--- config.mk ---
export PLATFORM = sky130hd
export DESIGN_NAME = tinyqv_mem_arbiter
export DESIGN_NICKNAME = d
export VERILOG_FILES = /design/src/rtl/tinyqv_mem_arbiter.sv
export SDC_FILE = /design/constraint.sdc
export NUM_CORES = 1
export LEC_CHECK = 0
export BUFFER_PORTS_ARGS = -buffer_cell sky130_fd_sc_hd__buf_2
export CAP_MARGIN = 15
export CORE_ASPECT_RATIO = 1.2
export CORE_MARGIN = 1.5
export CORE_UTILIZATION = 57
export CTS_CLUSTER_SIZE = 25
export DETAILED_ROUTE_END_ITERATION = 16
export PLACE_DENSITY_LB_ADDON = 0.3
export SLEW_MARGIN = 25
export SYNTH_ARGS = -nofsm -noshare
export SYNTH_HDL_FRONTEND = slang
export SYNTH_SLANG_ARGS = --single-unit
--- constraint.sdc ---
create_clock -name clk -period 6.05 [get_ports clk]
set_input_delay 0.3025 -clock clk [delete_from_list [all_inputs] [get_ports clk]]
set_output_delay 0.3025 -clock clk [all_outputs]
set_load 0.02 [all_outputs]
--- src/rtl/tinyqv_mem_arbiter.sv ---
// Purpose: shares one nibble-serial memory controller between instruction prefetch and load/store.
// Latency: request sampled at edge N gives mem_start_* in cycle N+1; ready pulses one cycle after the last nibble.
// Backpressure: starts wait for mem_busy low; write nibbles advance on mem_data_taken; data preempts fetch at halfword boundaries.
module tinyqv_mem_arbiter #(
    parameter int ADDR_BITS = 24
) (
    input  logic                 clk,
    input  logic                 rstn,
    input  logic                 instr_fetch_req,
    input  logic                 instr_fetch_restart,
    input  logic [ADDR_BITS-1:1] instr_addr,
    output logic [15:0]          instr_data,
    output logic                 instr_ready,
    input  logic                 data_read_req,
    input  logic                 data_write_req,
    input  logic [ADDR_BITS-1:0] data_addr,
    input  logic [1:0]           data_size,
    input  logic [31:0]          data_to_write,
    output logic [31:0]          data_from_read,
    output logic                 data_ready,
    output logic                 mem_start_read,
    output logic                 mem_start_write,
    output logic [ADDR_BITS-1:0] mem_addr,
    output logic                 mem_stop,
    input  logic                 mem_busy,
    input  logic [3:0]           mem_data_in,
    input  logic                 mem_data_valid,
    output logic [3:0]           mem_data_out,
    input  logic                 mem_data_taken
);
    localparam int FA_W = ADDR_BITS - 1;

    typedef enum logic [2:0] {
        S_IDLE,
        S_FETCH,
        S_READ,
        S_WRITE,
        S_STOP
    } state_t;

    state_t              state, state_d;
    logic [FA_W-1:0]     fetch_addr, fetch_addr_d, fetch_addr_inc;
    logic                fetch_valid, fetch_valid_d;
    logic [2:0]          nib_cnt, nib_cnt_d, nib_last, nib_last_d, nib_next;
    logic [11:0]         sr, sr_d;
    logic [15:0]         instr_data_d;
    logic                instr_ready_d, data_ready_d;
    logic [31:0]         data_from_read_d, wr_sh;
    logic                mem_start_read_d, mem_start_write_d, mem_stop_d;
    logic [ADDR_BITS-1:0] mem_addr_d;
    logic [3:0]          mem_data_out_d;
    logic                data_req;

    function automatic logic [2:0] last_nib(input logic [1:0] size);
        case (size)
            2'd0:    return 3'd1;
            2'd1:    return 3'd3;
            default: return 3'd7;
        endcase
    endfunction

    assign data_req       = data_read_req | data_write_req;
    assign nib_next       = nib_cnt + 3'd1;
    assign fetch_addr_inc = fetch_addr + FA_W'(1);
    assign wr_sh          = data_to_write >> {nib_next, 2'b00};

    always_comb begin
        state_d           = state;
        fetch_addr_d      = fetch_addr;
        fetch_valid_d     = fetch_valid;
        nib_cnt_d         = nib_cnt;
        nib_last_d        = nib_last;
        sr_d              = sr;
        instr_data_d      = instr_data;
        instr_ready_d     = 1'b0;
        data_from_read_d  = data_from_read;
        data_ready_d      = 1'b0;
        mem_start_read_d  = 1'b0;
        mem_start_write_d = 1'b0;
        mem_stop_d        = 1'b0;
        mem_addr_d        = mem_addr;
        mem_data_out_d    = mem_data_out;

        // A restart always updates the fetch pointer, whatever the state.
        if (instr_fetch_restart) begin
            fetch_addr_d  = instr_addr;
            fetch_valid_d = 1'b1;
        end

        case (state)
            S_IDLE: begin
                if (!mem_busy) begin
                    if (data_write_req) begin
                        state_d           = S_WRITE;
                        mem_start_write_d = 1'b1;
                        mem_addr_d        = data_addr;
                        nib_cnt_d         = 3'd0;
                        nib_last_d        = last_nib(data_size);
                        mem_data_out_d    = data_to_write[3:0];
                    end else if (data_read_req) begin
                        state_d          = S_READ;
                        mem_start_read_d = 1'b1;
                        mem_addr_d       = data_addr;
                        nib_cnt_d        = 3'd0;
                        nib_last_d       = last_nib(data_size);
                        data_from_read_d = '0;
                    end else if (instr_fetch_req && fetch_valid_d) begin
                        state_d          = S_FETCH;
                        mem_start_read_d = 1'b1;
                        mem_addr_d       = {fetch_addr_d, 1'b0};
                        nib_cnt_d        = 3'd0;
                    end
                end
            end
            S_FETCH: begin
                if (instr_fetch_restart) begin
                    state_d    = S_STOP;
                    mem_stop_d = 1'b1;
                    nib_cnt_d  = 3'd0;
                end else if (mem_data_valid) begin
                    if (nib_cnt == 3'd3) begin
                        instr_data_d  = {mem_data_in, sr};
                        instr_ready_d = 1'b1;
                        fetch_addr_d  = fetch_addr_inc;
                        nib_cnt_d     = 3'd0;
                        if (data_req || !instr_fetch_req || fetch_addr_inc == '0) begin
                            state_d    = S_STOP;
                            mem_stop_d = 1'b1;
                        end
                        // Running off the top of memory needs a new restart to continue.
                        if (fetch_addr_inc == '0) fetch_valid_d = 1'b0;
                    end else begin
                        sr_d      = {mem_data_in, sr[11:4]};
                        nib_cnt_d = nib_next;
                    end
                end
            end
            S_READ: begin
                if (mem_data_valid) begin
                    data_from_read_d = data_from_read | (32'(mem_data_in) << {nib_cnt, 2'b00});
                    if (nib_cnt == nib_last) begin
                        state_d      = S_STOP;
                        mem_stop_d   = 1'b1;
                        data_ready_d = 1'b1;
                    end else begin
                        nib_cnt_d = nib_next;
                    end
                end
            end
            S_WRITE: begin
                if (mem_data_taken) begin
                    if (nib_cnt == nib_last) begin
                        state_d      = S_STOP;
                        mem_stop_d   = 1'b1;
                        data_ready_d = 1'b1;
                    end else begin
                        nib_cnt_d      = nib_next;
                        mem_data_out_d = wr_sh[3:0];
                    end
                end
            end
            S_STOP: begin
                if (!mem_stop && !mem_busy) state_d = S_IDLE;
            end
            default: state_d = S_IDLE;
        endcase
    end

    always_ff @(posedge clk or negedge rstn) begin
        if (!rstn) begin
            state           <= S_IDLE;
            fetch_addr      <= '0;
            fetch_valid     <= 1'b0;
            nib_cnt         <= '0;
            nib_last        <= '0;
            sr              <= '0;
            instr_data      <= '0;
            instr_ready     <= 1'b0;
            data_from_read  <= '0;
            data_ready      <= 1'b0;
            mem_start_read  <= 1'b0;
            mem_start_write <= 1'b0;
            mem_stop        <= 1'b0;
            mem_addr        <= '0;
            mem_data_out    <= '0;
        end else begin
            state           <= state_d;
            fetch_addr      <= fetch_addr_d;
            fetch_valid     <= fetch_valid_d;
            nib_cnt         <= nib_cnt_d;
            nib_last        <= nib_last_d;
            sr              <= sr_d;
            instr_data      <= instr_data_d;
            instr_ready     <= instr_ready_d;
            data_from_read  <= data_from_read_d;
            data_ready      <= data_ready_d;
            mem_start_read  <= mem_start_read_d;
            mem_start_write <= mem_start_write_d;
            mem_stop        <= mem_stop_d;
            mem_addr        <= mem_addr_d;
            mem_data_out    <= mem_data_out_d;
        end
    end
endmodule
## Word-level counts from Yosys, hierarchy flattened

Index checks and enable logic that the tools add are counted.

| word-level totals | value |
|---|---|
| output and inout bits | 81 |
| register bits | 126 |
| input port bits | 94 |
| word-level logic and storage cells | 138 |

| cells by class | value |
|---|---|
| bitwise operators | 5 |
| add/sub/neg operators | 2 |
| multiplexer cells | 72 |
| shift-type cells | 2 |
| equal/unequal tests | 19 |
| reductions and logical operators | 23 |

Operator list:

| kind | count |
|---|---|
| $mux 32 | 4 |
| $mux 23 | 5 |
| $mux 24 | 3 |
| $mux 3 | 24 |
| $pmux 32 s2 | 1 |
| $or 32x32->32 | 1 |
| $shl 4x5->32 | 1 |
| $shr 32x5->4 | 1 |
| $mux 1 | 25 |
| $add 23x1->23 const B | 1 |
| $logic_not 23->1 | 1 |
| $mux 4 | 4 |
| $ne 2x2->1 const B | 8 |
| $pmux 3 s5 | 1 |
| $pmux 3 s4 | 1 |
| $reduce_and 5->1 | 2 |
| $eq 3x2->1 const B | 3 |
| $ne 3x3->1 const B | 3 |
| $pmux 4 s2 | 1 |
| $reduce_and 4->1 | 2 |
| $reduce_and 8->1 | 1 |
| $pmux 3 s2 | 1 |
| $reduce_and 3->1 | 2 |
| $reduce_and 6->1 | 1 |
| 18 further kinds | 26 |

## Depth between registers and ports, before layout

| logic depth | value |
|---|---|
| depth after elaboration | 8 |
| gate-level depth with buffers | 9 |
| mapped depth without buffers | 8 |

## Worst setup path after synthesis

Ideal clock, no wire load.

| timing | value |
|---|---|
| kind | reg-to-reg |
| start | register fetch_addr[0] |
| end | register fetch_valid |
| setup time | 0.121 ns |
| clock period less this slack | 2.140 ns |
| path buffers | 0 |
| setup slack | 3.910 ns |
| stages on the path, launching flop included | 8 |
| arrival time | 2.018 ns |
| cell sequence | dfrtp_1 ha_1 nand4_1 or3_4 o31a_1 nor4_1 nand4_1 o22a_1 |

| on the way | value |
|---|---|
| longest elaborated chain between the ends | 7 |

Ends and longest elaborated chain:

| element | RTL line | RTL |
|---|---|---|
| from (decl) | 42 | `logic [FA_W-1:0] fetch_addr, fetch_addr_d, fetch_addr_inc;` |
| from (signal assigned) | 188 | `fetch_addr <= fetch_addr_d;` |
| $add 23x1->23 | 64 | `assign fetch_addr_inc = fetch_addr + FA_W'(1);` |
| $logic_not 23->1 | 131 | `if (fetch_addr_inc == '0) fetch_valid_d = 1'b0;` |
| $mux 1 | 131 |  |
| $mux 1 | 121 | `if (nib_cnt == 3'd3) begin` |
| $mux 1 | 120 | `end else if (mem_data_valid) begin` |
| $mux 1 | 116 | `if (instr_fetch_restart) begin` |
| $mux 1 | 90 | `case (state)` |
| via fetch_valid_d | 43 | `logic fetch_valid, fetch_valid_d;` |
| to (signal assigned) | 189 | `fetch_valid <= fetch_valid_d;` |
| to (decl) | 43 |  |

The timed path passes the listed nets, and every way through them passes these cells.
A chain may end at the register's enable or synchronous reset.

## Final worst setup path

| timing | value |
|---|---|
| start | register nib_cnt[0] |
| end | register fetch_addr[20] |

| on the way | value |
|---|---|
| longest elaborated chain between the ends | 5 |

Ends and longest elaborated chain:

| element | RTL line | RTL |
|---|---|---|
| from (decl) | 44 | `logic [2:0] nib_cnt, nib_cnt_d, nib_last, nib_last_d, nib_next;` |
| from (signal assigned) | 190 | `nib_cnt <= nib_cnt_d;` |
| $eq 3x2->1 | 121 |  |
| $mux 23 | 121 |  |
| $mux 23 | 120 |  |
| $mux 23 | 116 |  |
| $mux 23 | 90 |  |
| via fetch_addr_d[20] | 42 |  |

The timed path passes the listed nets, and every way through them passes these cells.

==> impl_results.md <==
- NumNets Final: 935
- CTS root buffer: clkbuf_16
- Syn_nets: 784
- Aggregate routed wire length: 16250 µm
- Fillcell total: 847
- IO Port Bufs: 174
- I/O Pins: 175
- Largest delay contributor family on the critical path: simple AND/OR/NAND/NOR gates
- Worst skew pair latency: 0.41 ns
- Worst-Margin Slew: 0.9598 ns
- CP Max Fanout: 16
- Layout cell share with drive strength beyond 1: 28.47%
- Vias in the first global route: 5608
- Die Ht: 118.6 µm
- Cell Area, Synth: 6342 µm²
- Gr usage total: 28.98%
- P_leak: 3.875 nW
- DR vias: 5607
- Routed len/inst: 16.55 µm
- Final Hold Vio Count: 0
- Min-delay worst type: primary input to flip-flop
- Gpl congestion: 0.8891
- Post-synthesis cell count: 686
- Layout area overhead: 24.21%
- Relative slew slack: 35.86%
- Min Tclk post-route: 2.712 ns
- Sequential-to-total area share from yosys stat: 49.71%
- Period utilization: 44.83%
- Crit path DAT: 3.04 ns
- Starting density of the core: 58.02%
- # rows: 42
- Yosys warns: 0
- MaxCap Viol Count: 0
- Post_cts resized: 0
- Critical path cell sequence: ha_1 > ha_1 > nand3_1 > or2_1 > nor4_2 > nand3_1 > xor2_1 > o21ai_1
- First-pass GRT wire length: 26990 µm
- Iter 0 DRT Violations: 344
- Core box area: 10930 µm²
- Via density: 5.710
- Worst path required time: 6.38 ns
- Worst setup SP type: flip-flop
- DR top layer: met4
- Reg clk slew, reported paths: 0.06 ns
- Asr flop ratio synth: 100.0%
- Clk buf depth: 2
- Peak supply drop: 0.2757 mV
- Metal-1 WL: 6792 µm
- CP bufs+invs: 0
- Top cells by area, synth: dfrtp_1 (50%), nand2_1 (6.9%), o21ai_0 (5.7%), nor2_1 (3.7%), a21oi_1 (3.6%)
- Syn Area/Cell: 9.245 µm²
- CP endpoint kind: flip-flop
- Final Max Slew Viols: 0
- Count leader, synth: dfrtp_1
- Crit Path Class: flip-flop to flip-flop
- CP peak stage delay: 0.81 ns
- CTS buffer count: 17
- RSZ-0062 raised after global routing: false
- GRT Residual Overflow: 0
- Die Area: 11770 µm²
- Seq cells post-synth: 126
- CTS tree: yes
- Pre-CTS setup slack: 3.055 ns
- Placed wire-length estimate: 11190 µm
- Slowest cell on crit path: dfrtp_1
- Met2 wire length: 7976 µm
- Final ANT Viol Nets: 0
- Setup TNS: 0 ns
- Power per cell area: 443.3 nW/µm²
- Post-synth EDFFs: 0
- FMAX: 368.7 MHz
- Worst Clk Skew: 0.006772 ns
- Clk sinks: 126
- Synth top area share: 49.71%
- # DRC: 0
- Commonest cells post-synth: dfrtp_1 (126), nand2_1 (117), o21ai_0 (72), nor2_1 (63), a21oi_1 (46)
- Largest net degree at the start of global routing: 72
- Outcome: finished, final reports clean
- # diodes: 0
- Die Wd: 99.30 µm
- Final setup margin: 3.338 ns
- Setup violations, final: 0
- Synth Flop Type: dfrtp_1
- DR WL met3: 1037 µm
- Drt first pass iters: 5
- Initial antenna violation count: 1
- H-tree depth: 4
- Synth cell types: 55
- Cell taking the most area after synthesis: dfrtp_1
-- layer usage --
metal	global-route usage (%)	vias to the layer above
li1	-	2667
met1	37.43	2700
met2	47.39	205
met3	6.564	35
met4	11.62	0
met5	0	-
-- stage by stage --
| step | cell area, µm² | power, W | utilization [%] | std cells | hold WS [ns] |
|---|---|---|---|---|---|
| 2_1_floorplan | 6342 | 0.002033 | - | 686 | 0.006909 |
| 3_3_place_gp | 7221 | 0.002357 | 66.06 | 948 | 0.3928 |
| 3_5_place_dp | 7221 | 0.002408 | 66.06 | 948 | 0.4102 |
| 4_1_cts | 7863 | 0.003499 | 71.93 | 981 | 0.1169 |
| 5_1_grt | 7878 | 0.003677 | 72.07 | 982 | 0.1319 |
| 6_report | 7878 | 0.003492 | 72.07 | 982 | 0.1211 |
-- sequential cells by signal, summed over array words and instances, names as in the netlist, 4 cells and up --
signal          cells
sr                 12
data_from_read     32
mem_addr           24
fetch_addr         23
instr_data         16
mem_data_out        4
-- repair_timing --
| action | 4_1_cts | 5_1_grt |
|---|---|---|
| buffers inserted | 0 | 0 |
| endpoints found under the hold margin | 55 | 0 |
| hold buffers | 1 | 0 |
-- worst reg2reg max path: cells and delay by family, from the launching register on --
kind / cells / cell delay [ns]
AOI/OAI and AO/OA: 1 / 0.13
xor gates and xnor gates: 1 / 0.16
adders and majority gates: 2 / 0.51
DFF: 1 / 0.81
and+or+nand+nor: 4 / 1.03
-- layout by cell type, fill, tap and decap left out, types with 14 or more instances in the layout --
master | synthesis | final
clkbuf_16 | 0 | 17
a21oi_1 | 46 | 46
nand2b_1 | 19 | 19
buf_2 | 10 | 173
nor2_1 | 63 | 62
nand2_1 | 117 | 117
xnor2_1 | 20 | 20
mux2_2 | 15 | 15
dfrtp_1 | 126 | 126
nand3_1 | 27 | 27
o21ai_0 | 72 | 72
mux2i_1 | 14 | 14
-- power breakdown --
group	internal, W	switching, W	total, W
registers	0.00108	0.000198	0.00128
logic	0.000434	0.000695	0.00113
clock network	0.000702	0.000380	0.00108
-- layout make-up --
cell class | count | area, µm² | area share (%)
flip-flops and latches | 126 | 3153 | 40.03
multi-input cells | 504 | 2969 | 37.69
clock inverters | 13 | 188.9 | 2.398
repair buffers | 180 | 928.4 | 11.79
clock buffers | 19 | 442.9 | 5.623
inverters | 8 | 30.03 | 0.3812
well taps | 132 | 165.2 | 2.097
-- kinds of logic (layout without fill, tap and decap cells) --
kind of cell	Yosys count	count (layout)	share of synthesized area, %
simple gates	290	290	21.58
compound gates	144	144	12.51
flops	126	126	49.71
buf+inv	56	220	3.689
mux	37	37	7.713
xor+xnor	29	29	4.005
fa+ha+maj	4	4	0.7891
-- final timing paths --
check	start	endpoint	slack (ns)	depth (start not counted)
hold reg to reg	sr[1]$_DFFE_PN0P_	instr_data[1]$_DFFE_PN0P_	0.47	2
setup reg to reg	nib_cnt[0]$_DFFE_PN0P_	fetch_addr[20]$_DFF_PN0_	3.34	8
max in group asynchronous	rstn	data_from_read[28]$_DFFE_PN0P_	4.18	3
hold / removal	instr_addr[11]	fetch_addr[10]$_DFF_PN0_	0.12	3
min in group asynchronous	rstn	mem_addr[10]$_DFFE_PN0P_	0.48	2
setup / recovery	nib_cnt[0]$_DFFE_PN0P_	fetch_addr[20]$_DFF_PN0_	3.34	8
(Power assumes the default switching activity.)
